$ cat src/rtl/riscv_pkg.sv
// Definitions shared by the fetch front end: the NOP encoding, the default
// reset PC and the state of a fetch-queue entry.
package riscv_pkg;

  localparam logic [31:0] NOP_INSTR        = 32'h0000_0013;
  localparam logic [31:0] RESET_PC_DEFAULT = 32'h0000_0000;

  typedef enum logic [1:0] {
    ENTRY_EMPTY   = 2'd0,
    ENTRY_PENDING = 2'd1,
    ENTRY_READY   = 2'd2
  } entry_state_e;

endpackage

$ cat src/rtl/fetch_queue.sv
// Circular buffer of in-flight fetches. An entry is allocated PENDING when its
// request is accepted, becomes READY when its word returns, and is popped from
// the head by decode. Responses return in order, so the entries from the head
// are always some READY ones followed by the PENDING ones. Because of that, a
// fill pointer is enough to find the oldest PENDING entry.
module fetch_queue
  import riscv_pkg::*;
#(
  parameter int DEPTH = 2,
  localparam int PTR_W = $clog2(DEPTH),
  localparam int CNT_W = $clog2(DEPTH) + 1
) (
  input  logic             clk,
  input  logic             reset,
  input  logic             alloc,
  input  logic [31:0]      alloc_pc,
  input  logic             fill,
  input  logic [31:0]      fill_data,
  input  logic             pop,
  input  logic             flush,
  output logic [CNT_W-1:0] alloc_cnt,
  output logic [CNT_W-1:0] pending_cnt,
  output logic             head_ready,
  output logic [31:0]      head_pc,
  output logic [31:0]      head_data
);

  entry_state_e     state_q [DEPTH];
  entry_state_e     state_d [DEPTH];
  logic [31:0]      pc_q    [DEPTH];
  logic [31:0]      pc_d    [DEPTH];
  logic [31:0]      data_q  [DEPTH];
  logic [31:0]      data_d  [DEPTH];
  logic [PTR_W-1:0] head_q, head_d, tail_q, tail_d, fill_q, fill_d;
  logic [CNT_W-1:0] count_q, count_d, ready_q, ready_d;

  assign alloc_cnt   = count_q;
  assign pending_cnt = count_q - ready_q;
  assign head_ready  = (state_q[head_q] == ENTRY_READY);
  assign head_pc     = pc_q[head_q];
  assign head_data   = data_q[head_q];

  // Next-state of the buffer: pop first, then fill, then allocate, so that an
  // allocation into the slot freed by a same-cycle pop is not lost.
  always_comb begin
    state_d = state_q;
    pc_d    = pc_q;
    data_d  = data_q;
    head_d  = head_q;
    tail_d  = tail_q;
    fill_d  = fill_q;
    count_d = count_q;
    ready_d = ready_q;
    if (flush) begin
      for (int i = 0; i < DEPTH; i++) state_d[i] = ENTRY_EMPTY;
      head_d  = '0;
      tail_d  = '0;
      fill_d  = '0;
      count_d = '0;
      ready_d = '0;
    end else begin
      if (pop && head_ready) begin
        state_d[head_q] = ENTRY_EMPTY;
        head_d  = head_q + PTR_W'(1);
        count_d = count_d - CNT_W'(1);
        ready_d = ready_d - CNT_W'(1);
      end
      if (fill && (pending_cnt != '0)) begin
        state_d[fill_q] = ENTRY_READY;
        data_d[fill_q]  = fill_data;
        fill_d  = fill_q + PTR_W'(1);
        ready_d = ready_d + CNT_W'(1);
      end
      if (alloc) begin
        state_d[tail_q] = ENTRY_PENDING;
        pc_d[tail_q]    = alloc_pc;
        tail_d  = tail_q + PTR_W'(1);
        count_d = count_d + CNT_W'(1);
      end
    end
  end

  // Buffer registers with synchronous reset to an empty queue.
  always_ff @(posedge clk) begin
    if (reset) begin
      for (int i = 0; i < DEPTH; i++) begin
        state_q[i] <= ENTRY_EMPTY;
        pc_q[i]    <= '0;
        data_q[i]  <= '0;
      end
      head_q  <= '0;
      tail_q  <= '0;
      fill_q  <= '0;
      count_q <= '0;
      ready_q <= '0;
    end else begin
      state_q <= state_d;
      pc_q    <= pc_d;
      data_q  <= data_d;
      head_q  <= head_d;
      tail_q  <= tail_d;
      fill_q  <= fill_d;
      count_q <= count_d;
      ready_q <= ready_d;
    end
  end

endmodule

$ cat src/rtl/fetch_stage.sv
// Instruction-fetch front end. It owns PCF and issues in-order fetches. Fetches
// that a redirect has made stale are counted in drop_cnt and their responses are
// discarded. Returned words are fed into the IF/ID register, which honours
// stall and flush.
module fetch_stage
  import riscv_pkg::*;
#(
  parameter logic [31:0] RESET_PC = RESET_PC_DEFAULT,
  parameter int          DEPTH    = 2
) (
  input  logic        clk,
  input  logic        reset,
  input  logic        StallD,
  input  logic        FlushD,
  input  logic        PCSrcE,
  input  logic [31:0] PCTargetE,
  output logic        imem_req_valid,
  input  logic        imem_req_ready,
  output logic [31:0] imem_req_addr,
  input  logic        imem_rsp_valid,
  input  logic [31:0] imem_rsp_data,
  output logic [31:0] InstrD,
  output logic [31:0] PCD,
  output logic [31:0] PCPlus4D,
  output logic        ValidD
);

  localparam int               CNT_W     = $clog2(DEPTH) + 1;
  localparam logic [CNT_W-1:0] DEPTH_CNT = CNT_W'(DEPTH);

  logic [31:0]      pcf_q, pcf_d;
  logic [CNT_W-1:0] drop_cnt_q, drop_cnt_d;
  logic [31:0]      instr_q, instr_d, pcd_q, pcd_d, pcplus4_q, pcplus4_d;
  logic             valid_q, valid_d;

  logic [CNT_W-1:0] alloc_cnt, pending_cnt;
  logic             head_ready;
  logic [31:0]      head_pc, head_data;
  logic             pop, issue, fire, fill;

  assign pop   = !PCSrcE && !FlushD && !StallD && head_ready;
  assign issue = !reset && !PCSrcE && ((alloc_cnt < DEPTH_CNT) || pop);
  assign fire  = issue && imem_req_ready;
  assign fill  = imem_rsp_valid && !PCSrcE && (drop_cnt_q == '0);

  assign imem_req_valid = issue;
  assign imem_req_addr  = pcf_q;
  assign InstrD         = instr_q;
  assign PCD            = pcd_q;
  assign PCPlus4D       = pcplus4_q;
  assign ValidD         = valid_q;

  fetch_queue #(.DEPTH(DEPTH)) u_queue (
    .clk         (clk),
    .reset       (reset),
    .alloc       (fire),
    .alloc_pc    (pcf_q),
    .fill        (fill),
    .fill_data   (imem_rsp_data),
    .pop         (pop),
    .flush       (PCSrcE),
    .alloc_cnt   (alloc_cnt),
    .pending_cnt (pending_cnt),
    .head_ready  (head_ready),
    .head_pc     (head_pc),
    .head_data   (head_data)
  );

  // PCF and the stale-response count. A response that arrives in the redirect
  // cycle uses up one of the outstanding fetches counted in that cycle.
  always_comb begin
    pcf_d      = pcf_q;
    drop_cnt_d = drop_cnt_q;
    if (PCSrcE) begin
      pcf_d      = PCTargetE;
      drop_cnt_d = drop_cnt_q + pending_cnt - CNT_W'(imem_rsp_valid);
    end else begin
      if (fire) pcf_d = pcf_q + 32'd4;
      if (imem_rsp_valid && (drop_cnt_q != '0)) drop_cnt_d = drop_cnt_q - CNT_W'(1);
    end
  end

  // IF/ID register: a flush or redirect beats a stall, and a stall beats a pop.
  always_comb begin
    instr_d   = instr_q;
    pcd_d     = pcd_q;
    pcplus4_d = pcplus4_q;
    valid_d   = valid_q;
    if (PCSrcE || FlushD) begin
      valid_d = 1'b0;
      instr_d = NOP_INSTR;
    end else if (!StallD) begin
      if (head_ready) begin
        valid_d   = 1'b1;
        instr_d   = head_data;
        pcd_d     = head_pc;
        pcplus4_d = head_pc + 32'd4;
      end else begin
        valid_d = 1'b0;
        instr_d = NOP_INSTR;
      end
    end
  end

  // Stage registers with synchronous reset.
  always_ff @(posedge clk) begin
    if (reset) begin
      pcf_q      <= RESET_PC;
      drop_cnt_q <= '0;
      instr_q    <= NOP_INSTR;
      pcd_q      <= '0;
      pcplus4_q  <= '0;
      valid_q    <= 1'b0;
    end else begin
      pcf_q      <= pcf_d;
      drop_cnt_q <= drop_cnt_d;
      instr_q    <= instr_d;
      pcd_q      <= pcd_d;
      pcplus4_q  <= pcplus4_d;
      valid_q    <= valid_d;
    end
  end

  // Memory must never return a word that no fetch is waiting for.
  a_rsp_expected: assert property (@(posedge clk) disable iff (reset)
    imem_rsp_valid |-> ((drop_cnt_q != '0) || (pending_cnt != '0)));

endmodule
$ cat config.mk
export PLATFORM = sky130hd
export DESIGN_NAME = fetch_stage
export DESIGN_NICKNAME = d
export VERILOG_FILES = /design/src/rtl/riscv_pkg.sv /design/src/rtl/fetch_queue.sv /design/src/rtl/fetch_stage.sv
export SDC_FILE = /design/constraint.sdc
export NUM_CORES = 1
export LEC_CHECK = 0
export ABC_AREA = 1
export BUFFER_PORTS_ARGS = -buffer_cell sky130_fd_sc_hd__buf_2
export CORE_ASPECT_RATIO = 0.9
export CORE_MARGIN = 2
export CORE_UTILIZATION = 50
export DETAILED_ROUTE_END_ITERATION = 10
export GPL_TIMING_DRIVEN = 0
export PLACE_DENSITY = 0.72
export REMOVE_ABC_BUFFERS = 1
export SETUP_SLACK_MARGIN = 0.2
export SYNTH_ARGS = -nofsm -noshare
export SYNTH_HDL_FRONTEND = slang
export SYNTH_SLANG_ARGS = --single-unit
$ cat constraint.sdc
create_clock -name clk -period 2.5 [get_ports clk]
set_input_delay 0.5 -clock clk [delete_from_list [all_inputs] [get_ports clk]]
set_output_delay 0.5 -clock clk [all_outputs]
set_load 0.05 [all_outputs]
* Yosys cells after proc, flatten, opt, wreduce, memory -nomap -nowiden *
Cells that the tools add are included.

word-level totals
  logic and storage cells = 120
  register bits = 270
  bits of input ports = 71
  output and inout port bits = 130

operators by class
  muxes and demuxes = 38
  $lt $le $gt $ge = 7
  $add $sub $neg = 13
  reductions and logical operators = 30
  bitwise gates (word level) = 14
  equal/unequal tests = 1

operators by type and width
  operator                                                    count
  two-way mux 32 bit                                          11
  bitwise mux 64 bit                                          2
  adder 32 x 3 -> 32 bit, second input constant               2
  demux 32 bit (select 1 bit)                                 2
  two-way mux 2 bit                                           14
  two-way mux 4 bit                                           5
  logical AND 1 bit                                           14
  nonzero test 2 bit                                          4
  demux 2 bit (select 1 bit)                                  3
  greater-or-equal comparator 2 bit, second input constant    3
  less-than comparator 2 x 1 -> 1 bit, second input constant  3
  NOT 1 -> 2 bit                                              3
  subtractor 2 x 1 -> 2 bit, second input constant            3
  adder 2 x 1 -> 2 bit, second input constant                 2
  AND 2 bit                                                   2
  AND 4 bit                                                   1
  zero test 1 bit                                             4
  NOT 2 bit                                                   2
  NOT 4 bit                                                   1
  OR 2 bit                                                    2
  AND reduction 2 bit                                         2
  OR reduction 2 bit                                          2
  adder 1 bit, second input constant                          3
  NOT 1 bit                                                   3
  9 further kinds                                             10

* Depth between registers and ports, before layout *
Gate-level depths: netlist (run 1).

  depth in word-level cells = 14
  gate-level depth with buffers = 16
  depth with buffers taken out = 13

* Hierarchy *
Synthesis (run 1) repeated with hierarchy kept, for this count alone.

second synthesis, totals
  cell total of the unflattened synthesis = 1912
  area total of the unflattened synthesis = 12553.3 um2

modules (own cells, without submodules)
  module       times used  seq. area each (um2)  cells each  area an instance (um2)
  fetch_stage  1           2582.5                999         6495.0
  fetch_queue  1           2782.7                913         6058.3

* Least setup slack after synthesis (run 1) *
No wires, ideal clock.

  kind = register to register
  from = register pcf_q[2], in the netlist imem_req_addr[2]
  to = register pcf_q[20], in the netlist imem_req_addr[20]
  library setup time = 0.070 ns
  arrival time = 1.966 ns
  path slack = 0.464 ns
  stages on the path, launching flop included = 10
  buffers on the path = 0
  period minus slack after synthesis = 2.036 ns
  data required time = 2.430 ns
  path through = dfxtp_1 -> ha_1 -> nand2_1 -> nor2_1 -> nand3_1 -> nor2_1 -> nand2_1 -> o21ai_0 -> nand3_1 -> a21oi_1

on the way
  longest elaborated chain between the ends = 3

ends and longest elaborated chain
  item                    line                RTL
  from (decl)             fetch_stage.sv:31   logic [31:0] pcf_q, pcf_d;
  from (signal assigned)  fetch_stage.sv:115  pcf_q <= pcf_d;
  adder 32 x 3 -> 32 bit  fetch_stage.sv:78   if (fire) pcf_d = pcf_q + 32'd4;
  two-way mux 32 bit      fetch_stage.sv:78
  two-way mux 32 bit      fetch_stage.sv:74   if (PCSrcE) begin

No other way between the ends. The select of a mux whose other input is x is not followed.
A chain may end at the register's enable or synchronous reset.

* Worst setup path after layout (run 1) *
  from = register u_queue.head_q
  to = output imem_req_valid

on the way
  longest elaborated chain between the ends = 8

ends and longest elaborated chain
  item                                                   line                RTL
  from (decl)                                            fetch_queue.sv:34   logic [PTR_W-1:0] head_q, head_d, tail_q, tail_d, fill_q, fill_d;
  from (signal assigned)                                 fetch_queue.sv:91   head_q <= '0;
  from (signal assigned)                                 fetch_queue.sv:100  head_q <= head_d;
  NOT 1 -> 2 bit (not written as such)                   fetch_queue.sv:39   assign head_ready = (state_q[head_q] == ENTRY_READY);
  two-way mux 2 bit (not written as such) (3 in series)  fetch_queue.sv:39
  == test 2 bit                                          fetch_queue.sv:39
  logical AND 1 bit                                      fetch_stage.sv:41   assign pop = !PCSrcE && !FlushD && !StallD && head_ready;
  logical OR 1 bit                                       fetch_stage.sv:42   assign issue = !reset && !PCSrcE && ((alloc_cnt < DEPTH_CNT) || pop);
  logical AND 1 bit                                      fetch_stage.sv:42
  to (decl)                                              fetch_stage.sv:17   output logic imem_req_valid,

No other way between the ends. The select of a mux whose other input is x is not followed.

==> qor.yml, run 1 <==
run_status:
  outcome: "finished clean"
grt:
  grt_overflow: 0
  antenna_found_initial: 2
  grt_pass1_wl_um: 61600
  grt-busiest-layer: "met2"
  gr-usage-met1: 0.412
  grt_max_degree: 91
  met3_usage: 0.0438
  globalRouteTotalUtil: 0.287
  grt_pass1_vias: 11787
  met2_usage: 0.449
cells_and_area:
  fin_nets: 2172
  final_cell_mix: "nand2_1 (597), dfxtp_1 (266), a21oi_1 (203)"
  layout_commonest_cell: "nand2_1"
  final_cells: 2461
  fin_area_um2: 15700
  final_util: 0.627
  drive_gt1_frac: 0.178
  area_growth_pct: 23.8
routing:
  via_count: 13287
  wl_per_cell_um: 16.5
  drt_iter0_drc: 1359
  routed_wirelength_um: 40600
  vias_per_cell: 5.40
  firstDrtPassIters: 7
  drc: 0
  drtAntennaViolNets: 0
placement:
  port_buffers: 200
  placedCellCount: 2338
  place.gp.congestion: 0.924
  place_area_um2: 13700
  hpwl_um: 23500
synth:
  synth.top_cells.by_area: "dfxtp_1 (42%), nand2_1 (18%), a21oi_1 (8.0%)"
  synth_cells: 1904
  syn-cell-area_um2: 12700
  avgSynthCellArea_um2: 6.67
  synth.ff_latch_count: 268
  synth_top_area_share: 0.423
  synth_warnings: 0
  yosysUniqueCellTypes: 34
  synth_top_area_cell: "dfxtp_1"
  seq_area_frac_synth: 0.423
power:
  p_leak_uw: 0.00655
  p_seq_frac: 0.457
  intPower_uw: 7250
  clkPwrFrac: 0.466
  p_per_area_nw_per_um2: 615
  switching_share: 0.250
  peakVddDrop_uv: 566
  p_switching_uw: 2410
  p_comb_frac: 0.077
worst_setup_path:
  startpoint: "u_queue.head_q"
  arrival_ps: 1880
  r2r-start: "u_queue.head_q"
  critical_path_class: "reg2out"
  worstPathRequired_ps: 2000
  worstPathMaxFanout: 6
  worstSetupStartpointType: "flop"
  endpoint_kind: "primary output"
sta:
  max-slew-margin-rel: 0.492
  fin_skew_ps: 16.8
  fin_crit_sh: 0.954
  setup_viol: 0
  setup-tns-final_ps: 0
  tightest_slew_ps: 755
  final_max_slew_viol_count: 0
  fmax_mhz: 419
  hold_viol: 0
  whs_ps: 220
  min_period_ps: 2380
  rsz0062_at_grt: "yes"
clock_tree:
  clk_latency_ps: 560
  cts_root_buffer: "clkbuf_16"
  ctsLongestPathBuffers: 3
  cts.clk_slew.worst_paths_ps: 60
  ctsHoldBuffers: 0
  cts_buffers: 29
  cts.sinks: 268
  cts_tree: "yes"
  cts_max_level: 1
run:
  cap_viol_max_count: 0
min_path:
  hp-start: "imem_rsp_data[30]"
  min_path_type: "in2reg"
floorplan:
  die_x_um: 172
  core_area_um2: 25000
  die-height_um: 155
  rows: 55
  die_area_um2: 26700
  start_util: 0.507
  io-pin-count: 201
## layer usage
metal | share of wire | vias up | routed length [µm]
met5 | 0.00032 | - | 13
met4 | 0.023 | 2 | 916
met3 | 0.083 | 64 | 3380
met2 | 0.45 | 573 | 18100
met1 | 0.45 | 6126 | 18200
li1 | - | 6522 | -
## power groups by stage
stage          combinational [µW]  sequential, µW  clock, µW
2_1_floorplan                 290            4600          0
5_1_grt                       806            4420       4730
3_3_place_gp                  646            4510          0
4_1_cts                       706            4420       4560
3_5_place_dp                  669            4510          0
6_report                      740            4420       4510
## through the flow
stage	setup WS [ps]	power, µW
final	115	9670
after global routing	66.8	9960
after CTS	50.2	9680
after detailed placement	-2500	5180
after global placement	-6090	5150
after floorplan	-3140	4890
## registers in the layout (all words and copies together), names as in the netlist
| name | flops |
|---|---|
| u_queue.tail_q | 1 |
| u_queue.data_q | 64 |
| drop_cnt_q | 2 |
| InstrD | 32 |
| u_queue.state_q | 4 |
| ValidD | 1 |
| PCD | 32 |
| u_queue.alloc_cnt | 2 |
| imem_req_addr | 32 |
| u_queue.pc_q | 64 |
| u_queue.fill_q | 1 |
| u_queue.head_q | 1 |
| PCPlus4D | 30 |
| u_queue.ready_q | 2 |
## worst max-delay path: stages (launching register included)
cell and delay [ps]:
dfxtp_4 350, buf_12 120, buf_12 130, inv_16 70, nand2_4 50, o22ai_4 200
nand2_8 90, nand2_8 80, nand2_4 40, inv_2 60, buf_8 130
## synth_stat cells
library cell / n
a211oi_1: 22
a21boi_0: 1
a21oi_1: 203
a31oi_1: 4
buf_1: 8
buf_2: 35
buf_4: 7
buf_6: 7
clkbuf_1: 56
clkinv_1: 2
dfxtp_1: 268
ha_1: 6
inv_1: 147
inv_2: 3
nand2_1: 605
nand2_2: 2
nand2_4: 2
nand3_1: 158
nand3_2: 1
nand4_1: 7
nor2_1: 179
nor2_2: 5
nor2_4: 2
nor3_1: 21
nor3_4: 1
nor3b_1: 1
nor4_1: 1
o21a_1: 9
o21ai_0: 83
o21ai_1: 24
o22ai_4: 1
or2_2: 1
xnor2_1: 8
xor2_1: 24
## kinds of logic (layout without fill, tap and decap cells)
group	Yosys count	after routing	synth area share
other	0	1	0
DFF	268	268	0.423
and+or+nand+nor	986	996	0.317
xor gates and xnor gates	32	32	0.0221
adders and majority gates	6	6	0.00591
AOI/OAI and AO/OA	347	347	0.145
buffers and inverters	265	469	0.0880
## path summary, 6_finish.rpt
check                  endpoint  slack (ps)  cells after the start
max              imem_req_valid         120                     10
min          u_queue.data_q[62]         220                      3
max reg2reg    u_queue.pc_q[52]         180                     15
min reg2reg          InstrD[10]         460                      2
## area by class of cell
type	count	area, µm²
Antenna cell	1	2.50
Clock buffer	36	802
Clock inverter	18	209
Fill cell	2349	9330
Inverter	152	621
Multi-Input combinational cell	1381	6510
Sequential cell	268	5370
Tap cell	342	428
Timing Repair Buffer	257	1720
Timing Repair inverter	6	50.0
## timing repair
item,in CTS,in global routing
setup buffers,26,22
pin swaps,8,7
resized for setup,39,38
cloned,14,6
endpoints found under the setup margin,265,204
No activity file was read; power rests on OpenSTA's default activity.
==> run 2, diff against run 1 <==
SYNTH_HIERARCHICAL = 1   (was unset)
==> run 2 against run 1 <==
  * Register-to-register slack got worse by 150 ps
  * Highest routed layer is now met4
  * Core utilization rose by 3.0 points
  * Critical path type is now reg2reg
  * Total power fell by 1.5%
  * Count of clock-buffer cells in the layout rose by 7
  * Sequential share of layout area fell by 1.4 points
==> qor.yml, run 2 <==
run_status:
  outcome: "finished clean"
synth:
  seq_area_frac_synth: 0.427
  synth_top_area_cell: "dfxtp_1"
  synth_top_family_by_area: "simple AND/OR/NAND/NOR gates"
  async_flop_share: 0
  synth_edf_count: 0
  ys.flop_type: "dfxtp_1"
  ys_top_cells_by_count: "nand2_1 (539), nor2_1 (356), dfxtp_1 (268), inv_1 (192), o21ai_0 (175)"
  synth.top_cells.by_area: "dfxtp_1 (43%), nand2_1 (16%), nor2_1 (11%)"
  synth.ff_latch_count: 268
  yosys.area_share.simple: 0.318
  yosysMostFrequentCell: "nand2_1"
  synth_top_area_share: 0.427
  synthXorXnorAreaFrac: 0.0160
  yosysUniqueCellTypes: 43
  synth_warnings: 6
  synth_fa_ha_area_frac: 0.00598
  synth_compound_area_frac: 0.133
  avgSynthCellArea_um2: 6.57
  synth_cells: 1912
  synth_mux_area_frac: 0
  syn-cell-area_um2: 12600
floorplan:
  rows: 55
  die-height_um: 154
  die_area_um2: 26400
  die_x_um: 171
  io-pin-count: 201
  core_area_um2: 24900
  start_util: 0.504
cells_and_area:
  layout_commonest_cell: "nand2_1"
  fill_cells: 2196
  regArea_um2: 5370
  multi_input_area_um2: 6840
  final_cell_mix: "nand2_1 (526), nor2_1 (307), dfxtp_1 (267)"
  area_growth_pct: 30.5
  fin_nets: 2202
  final_util: 0.657
  drive_gt1_frac: 0.233
  final_cells: 2490
  reg_top3: "u_queue/data_q x64, u_queue/pc_q x64"
min_path:
  min_path_type: "in2reg"
  hold_path_depth: 3
sta:
  tightest_slew_ps: 1110
  fin_crit_sh: 0.989
  setup-tns-final_ps: 0
  fin_skew_ps: 10.3
  max-slew-margin-rel: 0.262
  hold_viol: 0
  fmax_mhz: 405
  min_period_ps: 2470
  final_max_slew_viol_count: 0
  layout_setup_ws_ps: 28.7
  rsz0062_at_grt: "yes"
  setup_viol: 0
clock_tree:
  ctsLongestPathBuffers: 3
  clk_latency_ps: 550
  cts_max_level: 1
  cts_tree: "yes"
  cts.sinks: 268
  cts_root_buffer: "clkbuf_16"
  cts_buffers: 30
  cts.clk_slew.worst_paths_ps: 60
routing:
  drt_iter0_drc: 1471
  drc: 0
  firstDrtPassIters: 6
  drtAntennaViolNets: 0
  routed_wirelength_um: 41800
  vias_per_cell: 5.30
  wl_per_cell_um: 16.8
  via_count: 13209
placement:
  hpwl_um: 22100
  placedCellCount: 2362
  place.gp.congestion: 0.920
  dpl_worst_slack_ps: -3580
  port_buffers: 200
worst_setup_path:
  worstPathMaxFanout: 12
  arrival_ps: 2930
  worstPathRequired_ps: 2960
  reg2reg_depth: 18
  endpoint_kind: "flop"
  critical_path_class: "reg2reg"
  worstSetupStartpointType: "flop"
power:
  p_total_uw: 9530
  p_per_area_nw_per_um2: 582
  p_leak_uw: 0.00728
  peakVddDrop_uv: 462
grt:
  globalRouteTotalUtil: 0.269
  grt_pass1_wl_um: 57400
  grt_pass1_vias: 11094
  antenna_found_initial: 1
  grt_max_degree: 109
  grt_overflow: 0
run:
  cap_viol_max_count: 0
[run 2: per-layer routing]
metal	part of all wire	wire length, µm	global-route usage
met4	0.034	1440	0.0734
met2	0.46	19200	0.435
met5	0	0	0
met1	0.42	17700	0.375
met3	0.083	3460	0.0420
[run 2: metrics by stage]
| stage | instance area, µm² | hold slack (ps) |
|---|---|---|
| 6_report | 16400 | 177 |
| 5_1_grt | 16400 | 180 |
| 4_1_cts | 15100 | 169 |
| 3_5_place_dp | 13600 | 438 |
| 3_3_place_gp | 13500 | 434 |
| 2_1_floorplan | 12100 | 426 |
[run 2: report_power, final]
group | leakage (µW) | switching, µW | internal [µW]
Combinational | 0.00463 | 508 | 236
Clock | 0.000486 | 1800 | 2540
Sequential | 0.00217 | 115 | 4330
[run 2: cells by family after synthesis]
family,after synthesis
buffers and inverters,297
adder cells (fa/ha/maj),6
XOR/XNOR,23
flip-flops,268
AND/OR/NAND/NOR,998
AO/OA/AOI/OAI,320
[run 2: critical path, cell delays in order, from the launching register on]
cell and delay [ps]:
dfxtp_4 360, buf_16 130, nor2_4 90, nand2_2 70, nand2_2 70, inv_2 50
nor2_4 160, nand2_8 100, nand2_4 90, buf_6 100, nand3_4 100, clkinv_8 100
nand2_4 60, nor2_4 140, buf_6 120, buf_8 130, buf_16 140, o21ai_0 110
nor2_1 240
[run 2: repair_timing]
action,4_1_cts,5_1_grt
hold buffers,0,0
pin swaps,7,37
gates cloned,7,16
gates resized for setup,58,253
setup endpoints to repair,264,204
setup buffers,32,18
[run 2: final cells by class]
class | instances | share of cell area
inverter | 200 | 0.0481
timing repair buffer | 268 | 0.120
timing repair inverter | 2 | 0.00145
clock inverter | 11 | 0.00512
tap | 342 | 0.0261
sequential | 268 | 0.328
multi-input combinational | 1355 | 0.418
clock buffer | 43 | 0.0538
antenna | 1 | 0.000153
[run 2: path summary, 6_finish.rpt]
path / startpoint / end / slack (ps)
max reg2reg: u_queue/head_q / u_queue/pc_q[8] / 30
max: u_queue/head_q / u_queue/pc_q[8] / 30
min reg2reg: u_queue/pc_q[32] / u_queue/pc_q[32] / 450
min: PCTargetE[1] / imem_req_addr[1] / 180
==> run 3, diff against run 2 <==
BUFFER_PORTS_ARGS = unset   (was -buffer_cell sky130_fd_sc_hd__buf_2)
CAP_MARGIN = 5   (was unset)
DONT_BUFFER_PORTS = 1   (was unset)
PLACE_DENSITY = unset   (was 0.72)
==> run 3 against run 2 <==
  * Setup slack better by 190 ps
  * Non-clock buffer count is 219 lower
  * Combinational power is 43% lower
  * Register-to-register slack better by 260 ps
  * Die area stayed put
  * Wire length is 8.8% lower
  * First-iteration DRC count is 36% lower
  * Clock skew is 4.7 ps higher
  * Cell area is 11% lower
  * Count of clock-buffer cells in the layout stayed put
  * Largest cell class unchanged
==> qor.yml, run 3 (same netlist as run 2, synthesis figures left out) <==
min_path:
  hold_path_depth: 1
  worstHoldEndpoint: "PCD[17]"
  hp-start: "reset"
  min_path_type: "in2reg"
run_status:
  outcome: "finished clean"
sta:
  max-slew-margin-rel: 0.253
  hold_viol: 0
  final_max_slew_viol_count: 0
  setup-tns-final_ps: 0
  tightest_slew_ps: 1120
  rsz0062_at_grt: "yes"
  layout_setup_ws_ps: 220
  fin_crit_sh: 0.912
  setup_viol: 0
  min_period_ps: 2280
  fin_skew_ps: 15.0
  whs_ps: 27.1
  fmax_mhz: 439
grt:
  met3_usage: 0.0537
  met2_usage: 0.425
  grt-busiest-layer: "met2"
  gr-usage-met1: 0.401
  grt_pass1_vias: 10557
  grt_pass1_wl_um: 57800
  globalRouteTotalUtil: 0.276
  antenna_found_initial: 1
  grt_overflow: 0
  grt_max_degree: 95
run:
  cap_viol_max_count: 0
routing:
  routed_wirelength_um: 38200
  wl_per_cell_um: 16.8
  via_count: 11760
  drc: 0
  vias_per_cell: 5.19
  drtAntennaViolNets: 0
  drt_iter0_drc: 937
  firstDrtPassIters: 6
clock_tree:
  ctsLongestPathBuffers: 3
  cts_buffers: 29
  cts.clk_slew.worst_paths_ps: 60
  cts_root_buffer: "clkbuf_16"
  cts_tree: "yes"
  cts.sinks: 268
  cts_max_level: 1
  clk_latency_ps: 550
power:
  p_per_area_nw_per_um2: 622
  p_leak_uw: 0.00608
  p_switching_uw: 2230
  p_seq_frac: 0.503
  switching_share: 0.247
  intPower_uw: 6800
  p_comb_frac: 0.047
  p_total_uw: 9030
  clkPwrFrac: 0.451
  peakVddDrop_uv: 603
worst_setup_path:
  rr_endpoint: "u_queue/pc_q[61]"
  worstSetupStartpointType: "flop"
  arrival_ps: 1780
  crit_top_cell: "nand2_8"
  r2r_slack_ps: 290
  cpPeakStageDelay_ps: 360
  worstPathRequired_ps: 2000
  r2r-start: "u_queue/head_q"
  endpoint_kind: "primary output"
  worstPathCellList: "nand3_1 -> nand2_2 -> inv_4 -> nor2_4 -> nand2_8 -> nand2_8 -> nand2_4 -> clkinvlp_4"
  critical_path_class: "reg2out"
  reg2reg_depth: 13
  cpMaxStageDelayCell: "dfxtp_4"
  worstPathMaxFanout: 4
cells_and_area:
  drive_gt1_frac: 0.0971
  final_cell_mix: "nand2_1 (531), nor2_1 (341), dfxtp_1 (260)"
  fill_cells: 2553
  fin_nets: 1983
  area_growth_pct: 15.7
  final_cells: 2268
  layout_commonest_cell: "nand2_1"
  antennaDiodeCount: 0
  reg_top3: "u_queue/data_q x64, u_queue/pc_q x64"
placement:
  dpl_worst_slack_ps: -3210
  place.gp.congestion: 0.846
  hpwl_um: 21500
  placedCellCount: 2163
  port_buffers: 0
floorplan:
  io-pin-count: 201
  rows: 55
  die_area_um2: 26400
  core_area_um2: 24900
  die_x_um: 171
  start_util: 0.504
  die-height_um: 154
-- run 3: metrics by stage --
stage | instance area, µm² | utilization
floorplan | 12100 | -
global route | 14500 | 0.583
detailed placement | 12600 | 0.506
CTS | 14100 | 0.567
global placement | 12500 | 0.501
finish | 14500 | 0.583
-- run 3: worst max-delay path by stage --
stage	startpoint	to	slack, ps	cells past startpoint
floorplan	u_queue/head_q	u_queue/pc_q[0]	-3850	13
global placement	u_queue/head_q	u_queue/pc_q[31]	-8580	13
detailed placement	u_queue/head_q	u_queue/pc_q[19]	-3210	13
CTS	u_queue/head_q	imem_req_valid	160	9
global route	u_queue/head_q	PCPlus4D[31]	140	11
finish	u_queue/head_q	imem_req_valid	220	8
-- run 3: area by class of cell --
type                            count  area [µm²]  share of cell area
Timing Repair Buffer               49         608              0.0419
Clock buffer                       43         848              0.0584
Tap cell                          342         428              0.0295
Timing Repair inverter              3        25.0             0.00172
Multi-Input combinational cell   1355        6400               0.441
Clock inverter                      8        46.3             0.00319
Inverter                          200         788              0.0543
Sequential cell                   268        5380               0.370
-- run 3: repair_timing --
action,CTS,global route
gates resized for setup,77,61
cloned,12,4
endpoints found under the hold margin,14,0
pin swaps,9,14
endpoints found under the setup margin,206,159
setup buffers,16,15
hold buffers,7,0
-- run 3: power by group through the flow --
stage / clock network, µW / logic (µW) / registers [µW]
floorplan: 0 / 255 / 4590
finish: 4070 / 421 / 4540
detailed placement: 0 / 349 / 4630
global placement: 0 / 337 / 4630
global route: 4290 / 472 / 4550
CTS: 4140 / 395 / 4530
-- run 3: per-layer routing --
metal | up-vias | wire length (µm) | part of all wire
met3 | 60 | 3320 | 0.087
met5 | - | 0 | 0
met1 | 5358 | 17500 | 0.46
met2 | 365 | 16600 | 0.44
met4 | 0 | 692 | 0.018
li1 | 5977 | - | -
-- run 3: worst max-delay path: cells and delay by family (launching register included) --
kind          cells  cell delay, ps
simple gates      6             630
flops             1             360
buf+inv           2             250
